--- config.mk ---
export PLATFORM = sky130hd
export DESIGN_NAME = mux_select_arbiter
export DESIGN_NICKNAME = d
export VERILOG_FILES = /design/src/rtl/mux_select_arbiter_pkg.sv /design/src/rtl/mux_select_arbiter_rr_pick.sv /design/src/rtl/mux_select_arbiter.sv
export SDC_FILE = /design/constraint.sdc
export NUM_CORES = 1
export LEC_CHECK = 0
export ABC_AREA = 0
export CAP_MARGIN = 10
export CELL_PAD_IN_SITES_DETAIL_PLACEMENT = 1
export CELL_PAD_IN_SITES_GLOBAL_PLACEMENT = 2
export CORE_AREA = 8 8 138 140
export CTS_BUF_LIST = sky130_fd_sc_hd__clkbuf_4 sky130_fd_sc_hd__clkbuf_8
export DETAILED_ROUTE_END_ITERATION = 7
export DIE_AREA = 0 0 146 148
export GPL_ROUTABILITY_DRIVEN = 0
export GPL_TIMING_DRIVEN = 0
export PLACE_DENSITY_LB_ADDON = 0.1
export SYNTH_ARGS = -nofsm -noshare
export SYNTH_HDL_FRONTEND = slang
export SYNTH_SLANG_ARGS = --single-unit
--- constraint.sdc ---
create_clock -name clock -period 7.9 [get_ports clock]
set_input_delay 0.79 -clock clock [delete_from_list [all_inputs] [get_ports clock]]
set_output_delay 0.79 -clock clock [all_outputs]
set_load 0.005 [all_outputs]
--- src/rtl/mux_select_arbiter_pkg.sv ---
// Shared constants and FSM encoding for the 32-way round-robin select arbiter.
// The code 2'd3 is never entered; the FSM treats it as IDLE.
package mux_select_arbiter_pkg;

   localparam int N_REQ        = 32;
   localparam int SEL_W        = 5;
   localparam int MAX_HOLD_DEF = 16;
   localparam int HOLD_W       = 16;

   typedef enum logic [1:0] {
      IDLE = 2'd0,
      OWN  = 2'd1,
      GAP  = 2'd2
   } arb_state_t;

endpackage

--- src/rtl/mux_select_arbiter_rr_pick.sv ---
// Round-robin winner search: rotate the request vector by ptr, take the lowest
// set bit, then add ptr back (mod 32) to recover the absolute requester index.
module rr_pick_32
   import mux_select_arbiter_pkg::*;
(
   input  logic [N_REQ-1:0] req,
   input  logic [SEL_W-1:0] ptr,
   output logic             found,
   output logic [SEL_W-1:0] idx
);

   logic [N_REQ-1:0] rot;
   logic [SEL_W-1:0] off;

   always_comb begin
      rot = '0;
      for (int i = 0; i < N_REQ; i++) begin
         rot[i] = req[SEL_W'(i) + ptr];
      end
   end

   always_comb begin
      off = '0;
      for (int i = N_REQ - 1; i >= 0; i--) begin
         if (rot[i]) off = SEL_W'(i);
      end
   end

   assign found = |req;
   assign idx   = off + ptr;

endmodule

--- src/rtl/mux_select_arbiter.sv ---
// Round-robin owner arbiter for a shared 32:1 select tree with a one-cycle gap
// between owners. "release" is a reserved word, so the release strobe is "rel".
module mux_select_arbiter
   import mux_select_arbiter_pkg::*;
#(
   parameter int unsigned MAX_HOLD = MAX_HOLD_DEF
)
(
   input  logic             clock,
   input  logic             reset,
   input  logic [N_REQ-1:0] req,
   input  logic             rel,
   output logic [SEL_W-1:0] sel,
   output logic [N_REQ-1:0] grant,
   output logic             busy,
   output logic             timeout
);

   localparam logic [HOLD_W-1:0] HOLD_LIM =
      (MAX_HOLD == 0) ? '0 : HOLD_W'(MAX_HOLD - 1);
   localparam logic TMO_EN = (MAX_HOLD != 0);

   arb_state_t        state_q, state_d;
   logic [SEL_W-1:0]  ptr_q, ptr_d;
   logic [SEL_W-1:0]  sel_q, sel_d;
   logic [N_REQ-1:0]  grant_q, grant_d;
   logic              busy_q, busy_d;
   logic              tmo_q, tmo_d;
   logic [HOLD_W-1:0] hold_q, hold_d;

   logic              found;
   logic [SEL_W-1:0]  win;
   logic              req_drop, hold_hit;

   rr_pick_32 u_pick (
      .req   (req),
      .ptr   (ptr_q),
      .found (found),
      .idx   (win)
   );

   assign req_drop = ~req[sel_q];
   assign hold_hit = TMO_EN && (hold_q == HOLD_LIM);

   always_ff @(posedge clock) begin
      if (reset) begin
         state_q <= IDLE;
         ptr_q   <= '0;
         sel_q   <= '0;
         grant_q <= '0;
         busy_q  <= 1'b0;
         tmo_q   <= 1'b0;
         hold_q  <= '0;
      end else begin
         state_q <= state_d;
         ptr_q   <= ptr_d;
         sel_q   <= sel_d;
         grant_q <= grant_d;
         busy_q  <= busy_d;
         tmo_q   <= tmo_d;
         hold_q  <= hold_d;
      end
   end

   always_comb begin
      state_d = state_q;
      ptr_d   = ptr_q;
      sel_d   = sel_q;
      grant_d = grant_q;
      busy_d  = busy_q;
      tmo_d   = 1'b0;
      hold_d  = hold_q;
      case (state_q)
         IDLE: begin
            if (found) begin
               sel_d   = win;
               grant_d = {{(N_REQ-1){1'b0}}, 1'b1} << win;
               busy_d  = 1'b1;
               hold_d  = '0;
               state_d = OWN;
            end
         end
         OWN: begin
            hold_d = (hold_q == '1) ? hold_q : hold_q + 1'b1;
            if (rel || req_drop || hold_hit) begin
               grant_d = '0;
               busy_d  = 1'b0;
               ptr_d   = sel_q + 1'b1;
               tmo_d   = hold_hit && !rel && !req_drop;
               state_d = GAP;
            end
         end
         GAP: begin
            state_d = IDLE;
         end
         default: begin
            grant_d = '0;
            busy_d  = 1'b0;
            state_d = IDLE;
         end
      endcase
   end

   assign sel     = sel_q;
   assign grant   = grant_q;
   assign busy    = busy_q;
   assign timeout = tmo_q;

endmodule

==> flow_summary.ini, run 1 <==
[outcome]
outcome = completed

[sta]
slew_headroom_pct = 23.8
maxSlewViolCount = 0
hold_violations = 0
fin_ws_ns = 0.707
finalSetupViolations = 0
finalClockSkew_ns = 0.00751
rsz0062_at_grt = false
finalCriticalPeriod_ns = 7.19
setup-tns-final_ns = 0
tightest_slew_ns = 1.14
max_freq_ghz = 0.139
holdWs_ns = 0.450
post-route-period-util_pct = 91.0

[floorplanning]
die_x_um = 146
start_util_pct = 37.0
dieArea_um2 = 21600
rows = 48
core-area_um2 = 16900
boundaryPins = 74
die_y_um = 148

[synth]
synthTopCellsByArea = mux4_2, dfxtp_1, mux2i_1
yosys.cell_types.count = 69
postSynthRegisterBits = 62
synth_seq_area_share_pct = 19.8
syn_avg_cell_area_um2 = 10.5
yosysTopAreaCell = mux4_2
synth_nets = 651
syn_area_um2 = 6260
synth_ff_type = dfxtp_1
netlist_instances = 596
async_flop_share_pct = 0
synth.top_cell.area_share_pct = 24.1
synth_edf_count = 0
ys_warn_count = 0

[layout]
multi_input_area_um2 = 4770
fillers = 1904
fin_nets = 735
ff_latch_area_um2 = 1240
area_growth_syn_to_layout_pct = 19.0
diodes = 0
instances_no_fill = 910
postLayoutCoreUtil_pct = 44.0
mostFrequentLayoutCells = clkdlybuf4s50_1, mux4_2, dfxtp_1
drive_gt1_share_pct = 17.5
layout_commonest_cell = clkdlybuf4s50_1

[power]
p_seq_share_pct = 15.5
power.density_nw_per_um2 = 334
power.switching_w = 0.00118
internal_power_w = 0.00131
clkPwrFrac_pct = 10.1
p_leak_nw = 2.58
sw_frac_of_total_pct = 47.4
combPwrFrac_pct = 74.3
peakVddDrop_mv = 0.122

[routing]
ant_nets = 0
routedWlPerCell_um = 21.6
first_pass_iters = 5
via_per_inst = 5.96
wirelength_um = 19700
drt_iter0_drc = 309
drt_drc_violations_left = 0
vias = 5428

[clocking]
ctsResizeCount = 0
path_clk_slew_ns = 0.07
h-tree-depth = 3
cts_setup_buffers = 0
ctsRootBufferMaster = clkbuf_8
clk_latency_ns = 0.35
cts.sinks = 62
clockBufferDepth = 2
ctsHoldBuffers = 0
cts_made_buffers = 9
cts_tree = yes

[placement]
hpwl_um = 16000
port_buffers = 73
dp.cells = 894
pre_cts_ws_ns = 0.764

[grt]
grt_pass1_vias = 5635
grt_use_total_pct = 18.3
grt_pass1_wl_um = 31700
grt_max_degree = 11
overflow = 0
antenna_found_initial = 0

[setup_path]
arrival_ns = 7.48
worstReg2RegEnd = grant[18]
r2r-start = ptr_q[1]
cp.required_ns = 8.19
endpoint_kind = register
start_kind = register
rrSetupSlack_ns = 0.71
crit_type = register to register
ff2ff_path_depth = 26
path_max_fanout = 10

[job]
maxCapViolCount = 0

[worst_hold_path]
min_path_cells = 2
hold_class = register to register
hold_end = grant[24]
min_from = grant[24]
[worst max-delay path: stages (launching register included)]
cell and delay, ns:
dfxtp_1 0.63, clkbuf_1 0.57, inv_1 0.37, ha_1 0.37, buf_2 0.23, buf_2 0.32
mux4_2 0.39, mux2i_1 0.11, mux4_2 0.51, o21ai_0 0.16, a21boi_0 0.10, o21ai_0 0.23
nand4_1 0.14, a221oi_1 0.34, o221a_2 0.25, ha_1 0.16, inv_1 0.05, fa_1 0.41
inv_1 0.07, a21o_1 0.11, a21oi_1 0.08, xnor2_1 0.48, nand2b_1 0.20, nor3_1 0.42
nand2_1 0.13, and2_1 0.19, o21ai_1 0.10
[final cells by class]
type / count / area share (%)
Inverter: 12 / 0.605
Buffer: 31 / 2.69
Sequential cell: 62 / 16.7
Multi-Input combinational cell: 491 / 64.1
Clock inverter: 4 / 0.302
Tap cell: 225 / 3.78
Clock buffer: 12 / 2.05
Timing Repair Buffer: 73 / 9.81
[sequential cells by signal, summed over array words and instances, names as in the netlist]
name     cells
hold_q      16
busy         1
ptr_q        5
sel          5
grant       32
state_q      2
timeout      1
[cell usage after synthesis, types with 13 or more instances]
| library cell | instances |
|---|---|
| nor2_1 | 35 |
| xor2_1 | 14 |
| mux2i_1 | 52 |
| xnor2_1 | 21 |
| a21oi_1 | 24 |
| nand3_1 | 14 |
| o21ai_1 | 16 |
| o21ai_0 | 13 |
| nand2_1 | 54 |
| dfxtp_1 | 62 |
| clkbuf_1 | 14 |
| mux4_2 | 67 |
| ha_1 | 19 |
| nor3_1 | 14 |
[metal layers]
layer | GRT usage (%) | wire length, um
met4 | 4.59 | 321
met5 | 0 | 0
met3 | 4.25 | 1120
met2 | 29.0 | 9120
met1 | 24.7 | 9130
[kinds of logic (layout without fill, tap and decap cells)]
group	after synthesis	in the layout	share of synthesized area [%]
adder cells (fa/ha/maj)	20	20	4.12
XOR/XNOR	40	40	6.55
AO/OA/AOI/OAI	100	100	10.6
AND/OR/NAND/NOR	191	191	15.7
multiplexers	140	140	39.2
buffers and inverters	43	132	3.92
flip-flops	62	62	19.8
[per-stage QoR]
step | power [W] | area [um^2]
3_5_place_dp | 0.00223 | 7270
3_3_place_gp | 0.00219 | 7270
6_report | 0.00248 | 7450
5_1_grt | 0.00267 | 7450
2_1_floorplan | 0.00174 | 6260
4_1_cts | 0.00249 | 7450
[power groups by stage]
stage | Sequential, W | Clock (W) | Combinational, W
floorplan | 0.000383 | 0 | 0.00135
global placement | 0.000393 | 0 | 0.00179
detailed placement | 0.000395 | 0 | 0.00184
CTS | 0.000388 | 0.000261 | 0.00185
global route | 0.000392 | 0.000273 | 0.00200
finish | 0.000386 | 0.000251 | 0.00185
[how the worst max path moves through the flow]
| stage | depth (start not counted) | endpoint | slack, ns | from |
|---|---|---|---|---|
| 2_1_floorplan | 22 | grant[23] | 2.29 | ptr_q[1] |
| 3_3_place_gp | 24 | grant[31] | 0.87 | ptr_q[1] |
| 3_5_place_dp | 24 | grant[31] | 0.76 | ptr_q[1] |
| 4_1_cts | 24 | grant[31] | 0.70 | ptr_q[1] |
| 5_1_grt | 25 | grant[22] | 0.21 | ptr_q[1] |
| 6_report | 26 | grant[18] | 0.71 | ptr_q[1] |
(Power assumes the default switching activity.)
==> run 2, diff against run 1 <==
--- a/config.mk
+++ b/config.mk
@@ -6,7 +6,6 @@
 export NUM_CORES = 1
 export LEC_CHECK = 0
 export ABC_AREA = 0
-export CAP_MARGIN = 10
 export CELL_PAD_IN_SITES_DETAIL_PLACEMENT = 1
 export CELL_PAD_IN_SITES_GLOBAL_PLACEMENT = 2
 export CORE_AREA = 8 8 138 140
@@ -16,6 +15,8 @@
 export GPL_ROUTABILITY_DRIVEN = 0
 export GPL_TIMING_DRIVEN = 0
 export PLACE_DENSITY_LB_ADDON = 0.1
+export SKIP_CTS_REPAIR_TIMING = 1
+export SLEW_MARGIN = 20
 export SYNTH_ARGS = -nofsm -noshare
 export SYNTH_HDL_FRONTEND = slang
 export SYNTH_SLANG_ARGS = --single-unit
==> flow_summary.ini, run 2 (same netlist as run 1, synthesis figures left out) <==
[sta]
max_freq_ghz = 0.139
rsz0062_at_grt = false
maxSlewViolCount = 0
finalCriticalPeriod_ns = 7.20
finalSetupViolations = 0
setup-tns-final_ns = 0
hold_violations = 0
holdWs_ns = 0.450
tightest_slew_ns = 0.892
slew_headroom_pct = 40.0
finalClockSkew_ns = 0.00766
post-route-period-util_pct = 91.1
fin_ws_ns = 0.701

[layout]
area_growth_syn_to_layout_pct = 19.0
diodes = 0
instances_no_fill = 910
layout_commonest_cell = clkdlybuf4s50_1
fin_nets = 735
largest_register_ffs = 32
fillers = 1903
postLayoutCoreUtil_pct = 44.0
mostFrequentLayoutCells = clkdlybuf4s50_1, mux4_2, dfxtp_1
drive_gt1_share_pct = 17.7

[setup_path]
r2r-start = ptr_q[1]
path_max_fanout = 10
start_kind = register
endpoint_kind = register
crit_slowest_cell = or4b_2
rrSetupSlack_ns = 0.70
critPathMaxStageDelay_ns = 0.75
arrival_ns = 7.49
crit_type = register to register
path_common_cell = inv_1
crit_chain = clkbuf_1, inv_1, ha_1, buf_2, buf_2, mux4_2, mux2i_1, mux4_2, o21ai_0, a21boi_0, o21ai_0, nand4_1, a221oi_1, o221a_2, ha_1, inv_1, fa_1, inv_1, a21o_1, a21oi_1, xnor2_1, or4b_2, o31ai_1, a221o_1
cp.required_ns = 8.19
crit_start = ptr_q[1]

[power]
p_seq_share_pct = 15.6
power.density_nw_per_um2 = 333
combPwrFrac_pct = 74.4
clkPwrFrac_pct = 10.1
peakVddDrop_mv = 0.122
power.switching_w = 0.00118
sw_frac_of_total_pct = 47.4
p_leak_nw = 2.58
internal_power_w = 0.00131

[placement]
dp.cells = 894
port_buffers = 73
pre_cts_ws_ns = 0.764
hpwl_um = 16000

[floorplanning]
dieArea_um2 = 21600
die_x_um = 146
boundaryPins = 74
core-area_um2 = 16900
die_y_um = 148
rows = 48
start_util_pct = 37.0

[routing]
first_pass_iters = 5
drt_drc_violations_left = 0
routedWlPerCell_um = 21.6
wirelength_um = 19700
via_per_inst = 5.97
drt_iter0_drc = 305
vias = 5429
ant_nets = 0

[clocking]
h-tree-depth = 3
cts_tree = yes
ctsRootBufferMaster = clkbuf_8
cts.sinks = 62
path_clk_slew_ns = 0.06
clk_latency_ns = 0.35
cts_made_buffers = 9
clockBufferDepth = 2

[job]
maxCapViolCount = 0

[grt]
grt_max_degree = 11
grt_pass1_wl_um = 31700
grt_pass1_vias = 5635
grt_use_total_pct = 18.3
overflow = 0
antenna_found_initial = 0

[outcome]
outcome = completed

[worst_hold_path]
min_from = grant[24]
hold_class = register to register
run 2: cell count changes in the layout (fill, tap and decap cells not counted):
cell     before  now
nor3b_1       2    1
nor3b_2       0    1
run 2: layout make-up:
cell class | instances | area (um^2) | share of cell area (%)
Buffer | 31 | 200 | 2.69
Clock buffer | 12 | 153 | 2.05
Tap cell | 225 | 282 | 3.78
Inverter | 12 | 45.0 | 0.604
Clock inverter | 4 | 22.5 | 0.302
Sequential cell | 62 | 1240 | 16.7
Multi-Input combinational cell | 491 | 4780 | 64.1
Timing Repair Buffer | 73 | 731 | 9.80
run 2: critical path, delay by kind of cell (launching register included):
family	cells	cell delay, ns
AOI/OAI and AO/OA	9	1.81
xor gates and xnor gates	1	0.24
adders and majority gates	3	0.94
buffers and inverters	6	1.60
DFF	1	0.64
muxes	3	1.01
and+or+nand+nor	2	0.89
run 2: worst paths after layout:
kind / end / cells past startpoint
max: grant[31] / 24
min: grant[24] / 2
max reg2reg: grant[31] / 24
min reg2reg: grant[24] / 2
run 2: per-layer routing:
| metal | global-route usage (%) | vias up | routed length (um) |
|---|---|---|---|
| met5 | 0 | - | 0 |
| met4 | 4.59 | 0 | 322 |
| met3 | 4.25 | 23 | 1130 |
| met2 | 29.0 | 176 | 9110 |
| met1 | 24.7 | 2729 | 9140 |
| li1 | - | 2501 | - |
run 2: power groups by stage:
stage | Clock [W] | Combinational, W | Sequential (W)
3_3_place_gp | 0 | 0.00179 | 0.000393
6_report | 0.000251 | 0.00185 | 0.000386
2_1_floorplan | 0 | 0.00135 | 0.000383
5_1_grt | 0.000273 | 0.00201 | 0.000392
4_1_cts | 0.000261 | 0.00185 | 0.000388
3_5_place_dp | 0 | 0.00184 | 0.000395
run 2: through the flow:
| stage | power [W] | cell area [um^2] |
|---|---|---|
| 2_1_floorplan | 0.00174 | 6260 |
| 3_3_place_gp | 0.00219 | 7270 |
| 3_5_place_dp | 0.00223 | 7270 |
| 4_1_cts | 0.00249 | 7450 |
| 5_1_grt | 0.00267 | 7450 |
| 6_report | 0.00248 | 7450 |
